**src/rtl/spi_slave_regs.sv**
```systemverilog
// SPI mode-0 slave giving a host read/write access to a small register file.
// All SPI pins are oversampled in the master_clk domain; a frame is one R/W
// bit (1 = read), ADDR_W address bits, then DATA_W data bits, MSB first.
module spi_slave_regs #(
  parameter int ADDR_W   = 7,
  parameter int DATA_W   = 8,
  parameter int NUM_REGS = 4
) (
  input  logic                         master_clk,
  input  logic                         rst_n,
  input  logic                         spi_cs_n,
  input  logic                         spi_sclk,
  input  logic                         spi_mosi,
  output logic                         spi_miso,
  output logic                         spi_miso_oe,
  output logic [NUM_REGS*DATA_W-1:0]   regs_flat,
  output logic                         wr_stb,
  output logic [ADDR_W-1:0]            wr_addr
);

  localparam int MAXB  = (ADDR_W > DATA_W) ? ADDR_W : DATA_W;
  localparam int CNT_W = $clog2(MAXB + 1);

  typedef enum logic [1:0] {S_IDLE, S_ADDR, S_DATA, S_WAIT_CS} state_t;

  state_t              r_state;
  state_t              w_state_nxt;
  logic                r_cs_s1, r_cs_s2, r_cs_d;
  logic                r_sclk_s1, r_sclk_s2, r_sclk_d;
  logic                r_mosi_s1, r_mosi_s2;
  logic [1:0]          r_warm;
  logic                r_armed;
  logic [CNT_W-1:0]    r_cnt;
  logic [ADDR_W-1:0]   r_hdr;
  logic                r_rw;
  logic [ADDR_W-1:0]   r_addr;
  logic [DATA_W-1:0]   r_wdata;
  logic [DATA_W-1:0]   r_miso_sr;
  logic                r_wr_pend;
  logic [DATA_W-1:0]   r_regs [NUM_REGS];

  logic                w_cs_fall, w_cs_rise, w_sclk_rise, w_sclk_fall;
  logic                w_hdr_done, w_data_done;
  logic [ADDR_W:0]     w_hdr;
  logic [DATA_W-1:0]   w_rd_val;
  logic                w_wr_hit;

  // Two-flop synchronisers plus one delay flop for edge detection. A frame
  // may only start once cs_n has been seen high after reset, so a host that
  // held cs_n low across reset must deassert it before a frame is decoded.
  always_ff @(posedge master_clk or negedge rst_n) begin
    if (!rst_n) begin
      r_cs_s1   <= 1'b1;
      r_cs_s2   <= 1'b1;
      r_cs_d    <= 1'b1;
      r_sclk_s1 <= 1'b0;
      r_sclk_s2 <= 1'b0;
      r_sclk_d  <= 1'b0;
      r_mosi_s1 <= 1'b0;
      r_mosi_s2 <= 1'b0;
      r_warm    <= 2'b00;
      r_armed   <= 1'b0;
    end else begin
      r_cs_s1   <= spi_cs_n;
      r_cs_s2   <= r_cs_s1;
      r_cs_d    <= r_cs_s2;
      r_sclk_s1 <= spi_sclk;
      r_sclk_s2 <= r_sclk_s1;
      r_sclk_d  <= r_sclk_s2;
      r_mosi_s1 <= spi_mosi;
      r_mosi_s2 <= r_mosi_s1;
      r_warm    <= {r_warm[0], 1'b1};
      r_armed   <= r_armed | (r_warm[1] & r_cs_s2);
    end
  end

  assign w_cs_fall   = r_armed & r_cs_d & ~r_cs_s2;
  assign w_cs_rise   = ~r_cs_d & r_cs_s2;
  assign w_sclk_rise = ~r_sclk_d & r_sclk_s2;
  assign w_sclk_fall = r_sclk_d & ~r_sclk_s2;
  assign w_hdr       = {r_hdr, r_mosi_s2};

  // State register.
  always_ff @(posedge master_clk or negedge rst_n) begin
    if (!rst_n) r_state <= S_IDLE;
    else        r_state <= w_state_nxt;
  end

  // Next-state logic; a cs_n rising edge always wins and aborts the frame.
  always_comb begin
    w_state_nxt = r_state;
    w_hdr_done  = 1'b0;
    w_data_done = 1'b0;
    case (r_state)
      S_IDLE: begin
        if (w_cs_fall) w_state_nxt = S_ADDR;
      end
      S_ADDR: begin
        if (w_cs_rise) begin
          w_state_nxt = S_IDLE;
        end else if (w_sclk_rise && (r_cnt == CNT_W'(ADDR_W))) begin
          w_hdr_done  = 1'b1;
          w_state_nxt = S_DATA;
        end
      end
      S_DATA: begin
        if (w_cs_rise) begin
          w_state_nxt = S_IDLE;
        end else if (w_sclk_rise && (r_cnt == CNT_W'(DATA_W - 1))) begin
          w_data_done = 1'b1;
          w_state_nxt = S_WAIT_CS;
        end
      end
      S_WAIT_CS: begin
        if (w_cs_rise) w_state_nxt = S_IDLE;
      end
      default: w_state_nxt = S_IDLE;
    endcase
  end

  // Register-file read mux (out-of-range reads give 0) and write address decode.
  always_comb begin
    w_rd_val = '0;
    w_wr_hit = 1'b0;
    for (int k = 0; k < NUM_REGS; k++) begin
      if (w_hdr[ADDR_W-1:0] == ADDR_W'(k)) w_rd_val = r_regs[k];
      if (r_addr == ADDR_W'(k))            w_wr_hit = 1'b1;
    end
  end

  // Frame datapath: bit counter, header/data shift registers, miso shifter.
  // The miso MSB is loaded on the last header rising edge, so the falling
  // edge before the first data bit must not shift (counter still zero).
  always_ff @(posedge master_clk or negedge rst_n) begin
    if (!rst_n) begin
      r_cnt     <= '0;
      r_hdr     <= '0;
      r_rw      <= 1'b0;
      r_addr    <= '0;
      r_wdata   <= '0;
      r_miso_sr <= '0;
      r_wr_pend <= 1'b0;
    end else begin
      r_wr_pend <= 1'b0;
      if (r_state == S_IDLE && w_cs_fall) begin
        r_cnt <= '0;
      end else if (r_state == S_ADDR && w_sclk_rise) begin
        r_hdr <= w_hdr[ADDR_W-1:0];
        r_cnt <= w_hdr_done ? '0 : r_cnt + CNT_W'(1);
      end else if (r_state == S_DATA && w_sclk_rise) begin
        r_wdata <= {r_wdata[DATA_W-2:0], r_mosi_s2};
        r_cnt   <= r_cnt + CNT_W'(1);
      end
      if (w_hdr_done) begin
        r_rw      <= w_hdr[ADDR_W];
        r_addr    <= w_hdr[ADDR_W-1:0];
        r_miso_sr <= w_hdr[ADDR_W] ? w_rd_val : '0;
      end else if (r_state == S_DATA && w_sclk_fall && r_cnt != '0) begin
        r_miso_sr <= {r_miso_sr[DATA_W-2:0], 1'b0};
      end
      if (w_data_done) r_wr_pend <= ~r_rw & w_wr_hit;
    end
  end

  // Register file update and write strobe, one cycle after the frame completes.
  always_ff @(posedge master_clk or negedge rst_n) begin
    if (!rst_n) begin
      for (int k = 0; k < NUM_REGS; k++) r_regs[k] <= '0;
      wr_stb  <= 1'b0;
      wr_addr <= '0;
    end else begin
      wr_stb <= 1'b0;
      if (r_wr_pend) begin
        for (int k = 0; k < NUM_REGS; k++) begin
          if (r_addr == ADDR_W'(k)) r_regs[k] <= r_wdata;
        end
        wr_stb  <= 1'b1;
        wr_addr <= r_addr;
      end
    end
  end

  // Flatten the register file onto the output bus.
  always_comb begin
    regs_flat = '0;
    for (int k = 0; k < NUM_REGS; k++) regs_flat[k*DATA_W +: DATA_W] = r_regs[k];
  end

  assign spi_miso    = (r_state == S_DATA) ? r_miso_sr[DATA_W-1] : 1'b0;
  assign spi_miso_oe = ~r_cs_s2;

endmodule

```
**config.mk**
```make
export PLATFORM = sky130hd
export DESIGN_NAME = spi_slave_regs
export DESIGN_NICKNAME = d
export VERILOG_FILES = /design/src/rtl/spi_slave_regs.sv
export SDC_FILE = /design/constraint.sdc
export NUM_CORES = 1
export LEC_CHECK = 0
export ABC_CLOCK_PERIOD_IN_PS = 2170
export CAP_MARGIN = 20
export CORE_ASPECT_RATIO = 1.25
export CORE_MARGIN = 2
export CORE_UTILIZATION = 40
export CTS_BUF_LIST = sky130_fd_sc_hd__clkbuf_16
export DETAILED_ROUTE_END_ITERATION = 12
export SLEW_MARGIN = 25
export SYNTH_ARGS = -nofsm -noshare
export SYNTH_HDL_FRONTEND = slang
export SYNTH_SLANG_ARGS = --single-unit
```
**constraint.sdc**
```tcl
create_clock -name master_clk -period 2.17 [get_ports master_clk]
set_input_delay 0.3255 -clock master_clk [delete_from_list [all_inputs] [get_ports master_clk]]
set_output_delay 0.3255 -clock master_clk [all_outputs]
set_load 0.02 [all_outputs]
```
==> results.txt, run 1 <==
- Largest cells by area after synthesis: sky130_fd_sc_hd__dfrtp_1, sky130_fd_sc_hd__mux2_2, sky130_fd_sc_hd__mux2_4
* Crit path capture type: register
- Bufs on Longest Clock Path: 2
* Post-synthesis area per instance: 15.3 µm²
* Critical path class: register to register
- Root cell of the clock tree: sky130_fd_sc_hd__clkbuf_16
- Unique masters post-synth: 48
- The first detailed-routing pass took 3 iterations.
- Number of fill cells: 798
* Synthesis-to-finish area growth: 23.7%
* Area of the core: 9220 µm²
* Total length of routed wires: 7610 µm
- Global routing used 16.0% of the available tracks.
- Floorplan die area: 10400 µm²
- For the final database, setup skew stands at 0.00487 ns.
- Number of max-capacitance violations reported: 0
- After the first detailed-routing iteration, the DRC count stood at 72.
* Final worst path period share: 92.8%
* Number of endpoints with negative hold slack in the final report: 5
* Horizontal extent of the die: 91.5 µm
- In the final design database the tool counted 312 nets.
- Share of flip-flops with an asynchronous set or reset: 100%
* Minimum clock period after layout: 2.01 ns
* Buffers added on ports: between 40 and 50
- Initial cell density of the core: 41.5%
* Power per cell area: 734 nW/µm²
- Dividing the detail-routed wire length by the instance count gives 17.6 µm.
* Post-route DRC violation count: 0
- Leaving out fill and tap cells, the most frequent cell in the layout is sky130_fd_sc_hd__dfrtp_1.
* Arr. time, crit path: about 2.2 ns
- Syn_nets: between 200 and 300
* Diodes inserted: 0
- FF+latch count, synth: 89
- Global routing finished with a remaining overflow of 0.
- Setup TNS: 0 ns
- Die Height: roughly 110 µm
* Clock-pin transition on the worst setup and hold timing paths: 0.06 ns
- Leak Pwr: 0.00218 µW
- The synthesized design spends more area on one cell type than any other, namely sky130_fd_sc_hd__dfrtp_1.
* Clock buffers created by TritonCTS: 9
* Type of the worst min-delay path: input pin to async pin
- Summed instance area of the synthesized netlist: 3830 µm²
* Startpoint of the lowest-slack register-to-register path: r_addr[2]
- Initial antenna violation count: 0
* Run status: complete, but fails checks
- After synthesis, the largest area contributor takes up 56.2% of total cell area.
- Largest net degree at the start of global routing: 47
- Max Transition Viols Final: 0
- The first global-routing pass estimated 12600 µm of wire.
* Total via count after detailed routing: 2221
* Largest voltage drop on the vdd net: 549 µV
* Hpwl dp: 5140 µm
- Across all hold checks on the routed design, the worst slack comes to -0.00664 ns.
* Number of instances in the synthesized netlist: 250
- Of the synthesized area, sequential elements account for 58.3%.
- CTS tree: done
* Yosys Warn Count: 0
* Origin of the worst setup path: r_addr[2]
- Leading cell types in the layout, fill and taps excluded: sky130_fd_sc_hd__dfrtp_1, sky130_fd_sc_hd__clkdlybuf4s50_1, sky130_fd_sc_hd__mux2_2
- At the worst endpoint, the required time is roughly 2.4 ns.
- In this run, post-CTS hold repair placed 0 buffers.
- Post-CTS setup buffer count: 0
- During I/O placement, the number of pins put on the boundary was 47.
* CTS H-Tree Depth: 3
* CP startpoint kind: register
* Setup repair after global routing missed its margin: no
- The floorplan has 39 rows.
- The congestion estimate from routability-driven global placement came to around 0.77.
- Number of failing setup endpoints in the final timing report: 0
- For this run, the leading register cell type out of synthesis is sky130_fd_sc_hd__dfrtp_1.
* Least-Margin Pin Slew: approximately 0.66 ns
* Via count of the first global-routing pass: between 2k and 2.5k
- Fraction of layout instances using a drive strength above 1: between 20% and 30%
- The final reports fail on negative hold slack.
- The finished layout holds 433 standard cells, fillers aside.
* Total number of clock tree sinks: 89
* Maximum fanout encountered on the critical timing path: 8
- Post-synth EDFFs: 0
- For this run, the top clock speed supported by timing is 497 MHz.
- Antenna viol nets, final: 0
- The clock reaches the later pin of the worst-skew pair after roughly 0.34 ns.
* Cell count after placement: 417
- Max-Slew Margin vs Limit: between 50 and 60%
* Mean number of vias per cell: 5.13
-- registers in the layout (all words and copies together) (netlist names), 2 cells and up --
signal	count
r_addr	7
r_miso_sr	8
regs_flat	32
r_cnt	4
r_state	2
r_hdr	7
wr_addr	7
r_wdata	8
r_warm	2
-- logic make-up after synthesis --
group | synth area share (%)
XOR/XNOR | 0.458
AO/OA/AOI/OAI | 4.71
multiplexers | 24.5
adder cells (fa/ha/maj) | 0.654
AND/OR/NAND/NOR | 8.96
buffers and inverters | 2.35
flip-flops | 58.3
other | 0.0980
-- repair_timing --
| action | in CTS | in global routing |
|---|---|---|
| gates resized for setup | 0 | 1 |
| endpoints found under the hold margin | 0 | 0 |
| setup endpoints to repair | 0 | 1 |
-- routing by layer --
metal	vias to the layer above	routed length, µm	GRT usage, %
met1	1150	3440	20.3
met3	11	170	2.86
met4	0	174	7.88
met5	-	0	0
met2	39	3830	26.5
li1	1021	-	-
-- critical path, stage by stage (launching register included) --
cell and delay, ns:
sky130_fd_sc_hd__dfrtp_1 0.40, sky130_fd_sc_hd__or4_4 0.56, sky130_fd_sc_hd__nor2_4 0.20, sky130_fd_sc_hd__and4b_1 0.28, sky130_fd_sc_hd__buf_12 0.15, sky130_fd_sc_hd__mux2_4 0.30
-- power by group --
part           switching (µW)  leakage [µW]  internal [µW]
clock                     614      0.000126            760
sequential                121       0.00120           1750
combinational             110      0.000853            125
total                     845       0.00218           2630
-- cell usage after synthesis (2+ instances only) --
| library cell | n |
|---|---|
| sky130_fd_sc_hd__buf_2 | 3 |
| sky130_fd_sc_hd__dfrtp_1 | 86 |
| sky130_fd_sc_hd__nand3_1 | 3 |
| sky130_fd_sc_hd__ha_1 | 2 |
| sky130_fd_sc_hd__o21ai_0 | 2 |
| sky130_fd_sc_hd__mux2_1 | 14 |
| sky130_fd_sc_hd__xor2_1 | 2 |
| sky130_fd_sc_hd__and4b_1 | 2 |
| sky130_fd_sc_hd__nand4_1 | 2 |
| sky130_fd_sc_hd__nor2_1 | 10 |
| sky130_fd_sc_hd__o21a_1 | 6 |
| sky130_fd_sc_hd__mux4_2 | 7 |
| sky130_fd_sc_hd__nand2b_1 | 2 |
| sky130_fd_sc_hd__inv_1 | 5 |
| sky130_fd_sc_hd__mux2_4 | 16 |
| sky130_fd_sc_hd__mux2i_1 | 2 |
| sky130_fd_sc_hd__dfstp_2 | 3 |
| sky130_fd_sc_hd__mux2_2 | 32 |
| sky130_fd_sc_hd__a21oi_1 | 4 |
| sky130_fd_sc_hd__nand2_1 | 5 |
| sky130_fd_sc_hd__o22a_1 | 6 |
| sky130_fd_sc_hd__buf_6 | 4 |
| sky130_fd_sc_hd__nor3b_1 | 7 |
-- path summary, 6_finish.rpt --
check | end | slack (ns) | cells past startpoint
max | regs_flat[22] | 0.16 | 5
min | r_mosi_s1 | -0.007 | 1
max reg2reg | regs_flat[22] | 0.16 | 5
min reg2reg | r_mosi_s2 | 0.35 | 0
max in group asynchronous | regs_flat[13] | 1.49 | 2
min in group master_clk | r_mosi_s2 | 0.35 | 0
-- per-stage QoR --
step                hold WS (ns)  setup WS, ns  area [µm²]  power [µW]  util (%)
finish                  -0.00664         0.157        4730        3480      51.3
global route              0.0442        0.0229        4730        3630      51.3
CTS                       0.0113        0.0748        4730        3520      51.3
detailed placement         0.335         0.171        4470        2140      48.5
global placement           0.334         0.205        4470        2130      48.5
floorplan                 0.0299         0.311        3830        2020         -
-- layout make-up --
| class | instances | area [µm²] | area share (%) |
|---|---|---|---|
| Inverter | 5 | 18.8 | 0.396 |
| Tap cell | 123 | 154 | 3.25 |
| Sequential cell | 89 | 2230 | 47.1 |
| Clock inverter | 7 | 37.5 | 0.793 |
| Timing Repair Buffer | 53 | 563 | 11.9 |
| Multi-Input combinational cell | 147 | 1510 | 31.8 |
| Clock buffer | 9 | 225 | 4.76 |
Power figures use the tool's default switching activity.
==> inputs of run 2 (changes only) <==
Settings changed: CELL_PAD_IN_SITES_DETAIL_PLACEMENT set to 1, CELL_PAD_IN_SITES_GLOBAL_PLACEMENT set to 1, PLACE_DENSITY_LB_ADDON set to 0.1, REMOVE_ABC_BUFFERS set to 1.
==> run 2 against run 1 <==
  * Sequential share of layout area fell by 0.33 points
  * Via count rose by 0.95%
  * The run now ends clean
  * Non-clock buffer count grew 1
  * Setup slack worse by 0.080 ns
  * Largest power group unchanged
==> results.txt, run 2 (synthesis results as in run 1) <==
- The run finished with clean final reports.
* Largest net degree at the start of global routing: 70 (+49%)
* Global route total overflow: 0 (unchanged)
* Type of the worst min-delay path: register to register
- The vertical die dimension is 113 µm (unchanged).
- The met1 capacity usage during global routing was 21.1% (+0.84 points).
* Initial cell density of the core: 41.5% (unchanged)
- The final weighted congestion in routability-driven placement came to 0.716 (-7.3%).
- Insertion delay of the later-clocked pin in the worst-skew pair: 0.33 ns (about the same)
- Gates resized, CTS repair: 0 (unchanged)
* GR met3 Demand/Resource: 2.60% (-0.27 points)
- The worst setup path is of the register to output pin kind.
- Hpwl dp: 5540 µm (+7.8%)
* Worst Hold Endpoint: r_mosi_s2
- The power density over cell area is 771 nW/µm² (+5.0%).
- Final worst path period share: 96.5% (+3.7 points)
- The count of max-cap constraint violations is 0 (unchanged).
* Number of endpoints with negative hold slack in the final report: 0 (-5)
- Largest voltage drop on the vdd net: 373 µV (-32%)
* Total number of clock tree sinks: 89 (unchanged)
- Most used routing layer: met2
* Flip-flop count of the largest register, all copies and words added: 32 (unchanged)
- The endpoint identified for the worst register-to-register timing path is regs_flat[22].
* Origin of the worst min-delay path: r_mosi_s1
* Cell count after placement: 417 (unchanged)
* Clock-pin transition on the worst setup and hold timing paths: 0.06 ns (about the same)
- The number of failing setup endpoints in the final timing report came to 0 (unchanged).
- The global-route usage over all layers is 16.8% (+0.79 points).
* Maximum fanout encountered on the critical timing path: 6 (-2)
- The final critical-path setup slack is 0.0763 ns (-0.0805 ns).
* Initial antenna violation count: 0 (unchanged)
- The H-tree depth was 3 (unchanged).
- STA classifies the critical path startpoint as a register.
- Antenna viol nets, final: 0 (unchanged)
* Minimum clock period after layout: 2.09 ns (+0.0805 ns)
* Diodes inserted: 0 (unchanged)
* Total via count after detailed routing: 2242 (+0.95%)
* Leading cell types in the layout, fill and taps excluded: sky130_fd_sc_hd__dfrtp_1, sky130_fd_sc_hd__clkdlybuf4s50_1, sky130_fd_sc_hd__mux2_2
- Arr. time, crit path: 1.77 ns (-0.46 ns)
* Leak Pwr: 0.00219 µW (+0.35%)
- The maximum count of clock buffers along a single path came to 2 (unchanged).
- In this run the critical register-to-register path is launched from r_addr[2].
- WP data required: 1.84 ns (-0.55 ns)
- The share of cells above drive strength 1 was 27.7% (-0.65 points).
- The share of the core filled with cells in the final layout came to 51.7% (+0.37 points).
- The met2 track utilization from global routing is 28.2% (+1.7 points).
- Worst Clk Skew: 0.00617 ns (+0.00130 ns)
- The number of max-slew violations in the final report is 0 (unchanged).
* Fmax: 478 MHz (-3.8%)
- The number of global-route vias before repair came to 2533 (+7.6%).
- The final routed wire length divided by cell count was 18.5 µm (+5.5%).
- First drt pass iteration count: 4 (+1)
* Area of the core: 9220 µm² (unchanged)
- Mean number of vias per cell: 5.18 (+0.95%)
- The area enclosed by the die boundary is 10400 µm² (unchanged).
- Reg-to-reg slack, setup: 0.17 ns (about the same)
- Least-Margin Pin Slew: 0.634 ns (-0.0305 ns)
- The power consumption came to 3680 µW (+5.8%).
- The total CTS buffers came to 9 (unchanged).
- The quantity of I/O buffers inserted on ports is 46 (unchanged).
- The worst setup path is captured at an output pin.
- The worst slew slack as a fraction of its limit came to 57.6% (+1.9 points).
- The first-pass GRT wire length is 13300 µm (+5.6%).
* Post-route insts no fill: 433 (unchanged)
- The worst reg-to-reg path cell count is 5 (unchanged).
- Leaving out fill and tap cells, the most frequent cell in the layout is sky130_fd_sc_hd__dfrtp_1.
* Total number of placement rows: 39 (unchanged)
- Setup repair after global routing left no endpoint under its margin.
* First DRT Iteration DRCs: 83 (+15%)
- From synthesis to final layout, the design area changed by 24.6%.
- Final net count: 313 (+0.32%)
- The sum of negative setup slack is 0 ns (unchanged).
- TritonCTS built the clock tree.
- The number of DRC violations after detailed routing is 0 (unchanged).
- The overall routed net length is 8030 µm (+5.5%).
* Pre-CTS setup slack: 0.169 ns (-0.00274 ns)
- Number of ports placed on the die boundary: 47 (unchanged)
* Root cell of the clock tree: sky130_fd_sc_hd__clkbuf_16
- The width of the chip is 91.5 µm (unchanged).
- Counting instances, the worst hold path has a depth of 0.
[run 2: cell types whose count changed in the layout (fill, tap and decap cells not counted)]
| cell | previous run | this run |
|---|---|---|
| sky130_fd_sc_hd__clkinv_1 | 2 | 1 |
| sky130_fd_sc_hd__clkinv_2 | 3 | 1 |
| sky130_fd_sc_hd__inv_1 | 5 | 7 |
| sky130_fd_sc_hd__buf_12 | 4 | 3 |
| sky130_fd_sc_hd__bufinv_16 | 0 | 2 |
| sky130_fd_sc_hd__buf_4 | 4 | 5 |
| sky130_fd_sc_hd__dlygate4sd3_1 | 0 | 1 |
| sky130_fd_sc_hd__clkdlybuf4s50_1 | 44 | 45 |
| sky130_fd_sc_hd__clkinvlp_4 | 2 | 0 |
| sky130_fd_sc_hd__dlymetal6s2s_1 | 1 | 0 |
[run 2: timing repair]
action	4_1_cts	5_1_grt
endpoints found under the hold margin	20	0
hold buffers	1	0
setup buffers	0	0
[run 2: worst max path at each step]
| stage | start | to | slack [ns] |
|---|---|---|---|
| 2_1_floorplan | r_addr[2] | regs_flat[0] | 0.16 |
| 4_1_cts | r_state[0] | spi_miso | 0.07 |
| 3_5_place_dp | r_addr[2] | regs_flat[22] | 0.17 |
| 3_3_place_gp | r_cnt[0] | r_miso_sr[6] | 0.22 |
| 5_1_grt | r_cnt[0] | r_miso_sr[6] | 0.03 |
| 6_report | r_state[0] | spi_miso | 0.08 |
[run 2: power by group]
group / switching, µW / internal (µW) / total [µW]
Clock: 593 / 987 / 1580
Combinational: 108 / 123 / 232
Sequential: 118 / 1750 / 1870
Total: 820 / 2860 / 3680
[run 2: worst max-delay path: stages, from the launching register on]
cell	delay (ns)
sky130_fd_sc_hd__dfrtp_1	0.45
sky130_fd_sc_hd__nand2b_1	0.23
sky130_fd_sc_hd__nor2_1	0.14
sky130_fd_sc_hd__clkdlybuf4s50_1	0.62
[run 2: through the flow]
stage / instance area [µm²] / hold WS, ns
3_3_place_gp: 4460 / 0.232
6_report: 4770 / 0.347
2_1_floorplan: 3750 / 0.0299
5_1_grt: 4770 / 0.361
3_5_place_dp: 4460 / 0.233
4_1_cts: 4770 / 0.350
[run 2: layout make-up]
type | instances | area (µm²)
well taps | 123 | 154
multi-input cells | 147 | 1510
clock inverters | 6 | 76.3
clock buffers | 9 | 225
flip-flops and latches | 89 | 2230
inverters | 5 | 18.8
repair buffers | 54 | 558
fillers | 904 | 4450
[run 2: routing by layer]
| metal | up-vias | wire length [µm] | share of wire, % |
|---|---|---|---|
| met1 | 1167 | 3520 | 44 |
| met3 | 12 | 201 | 2.5 |
| li1 | 1026 | - | - |
| met2 | 37 | 4100 | 51 |
| met5 | - | 0 | 0 |
| met4 | 0 | 206 | 2.6 |
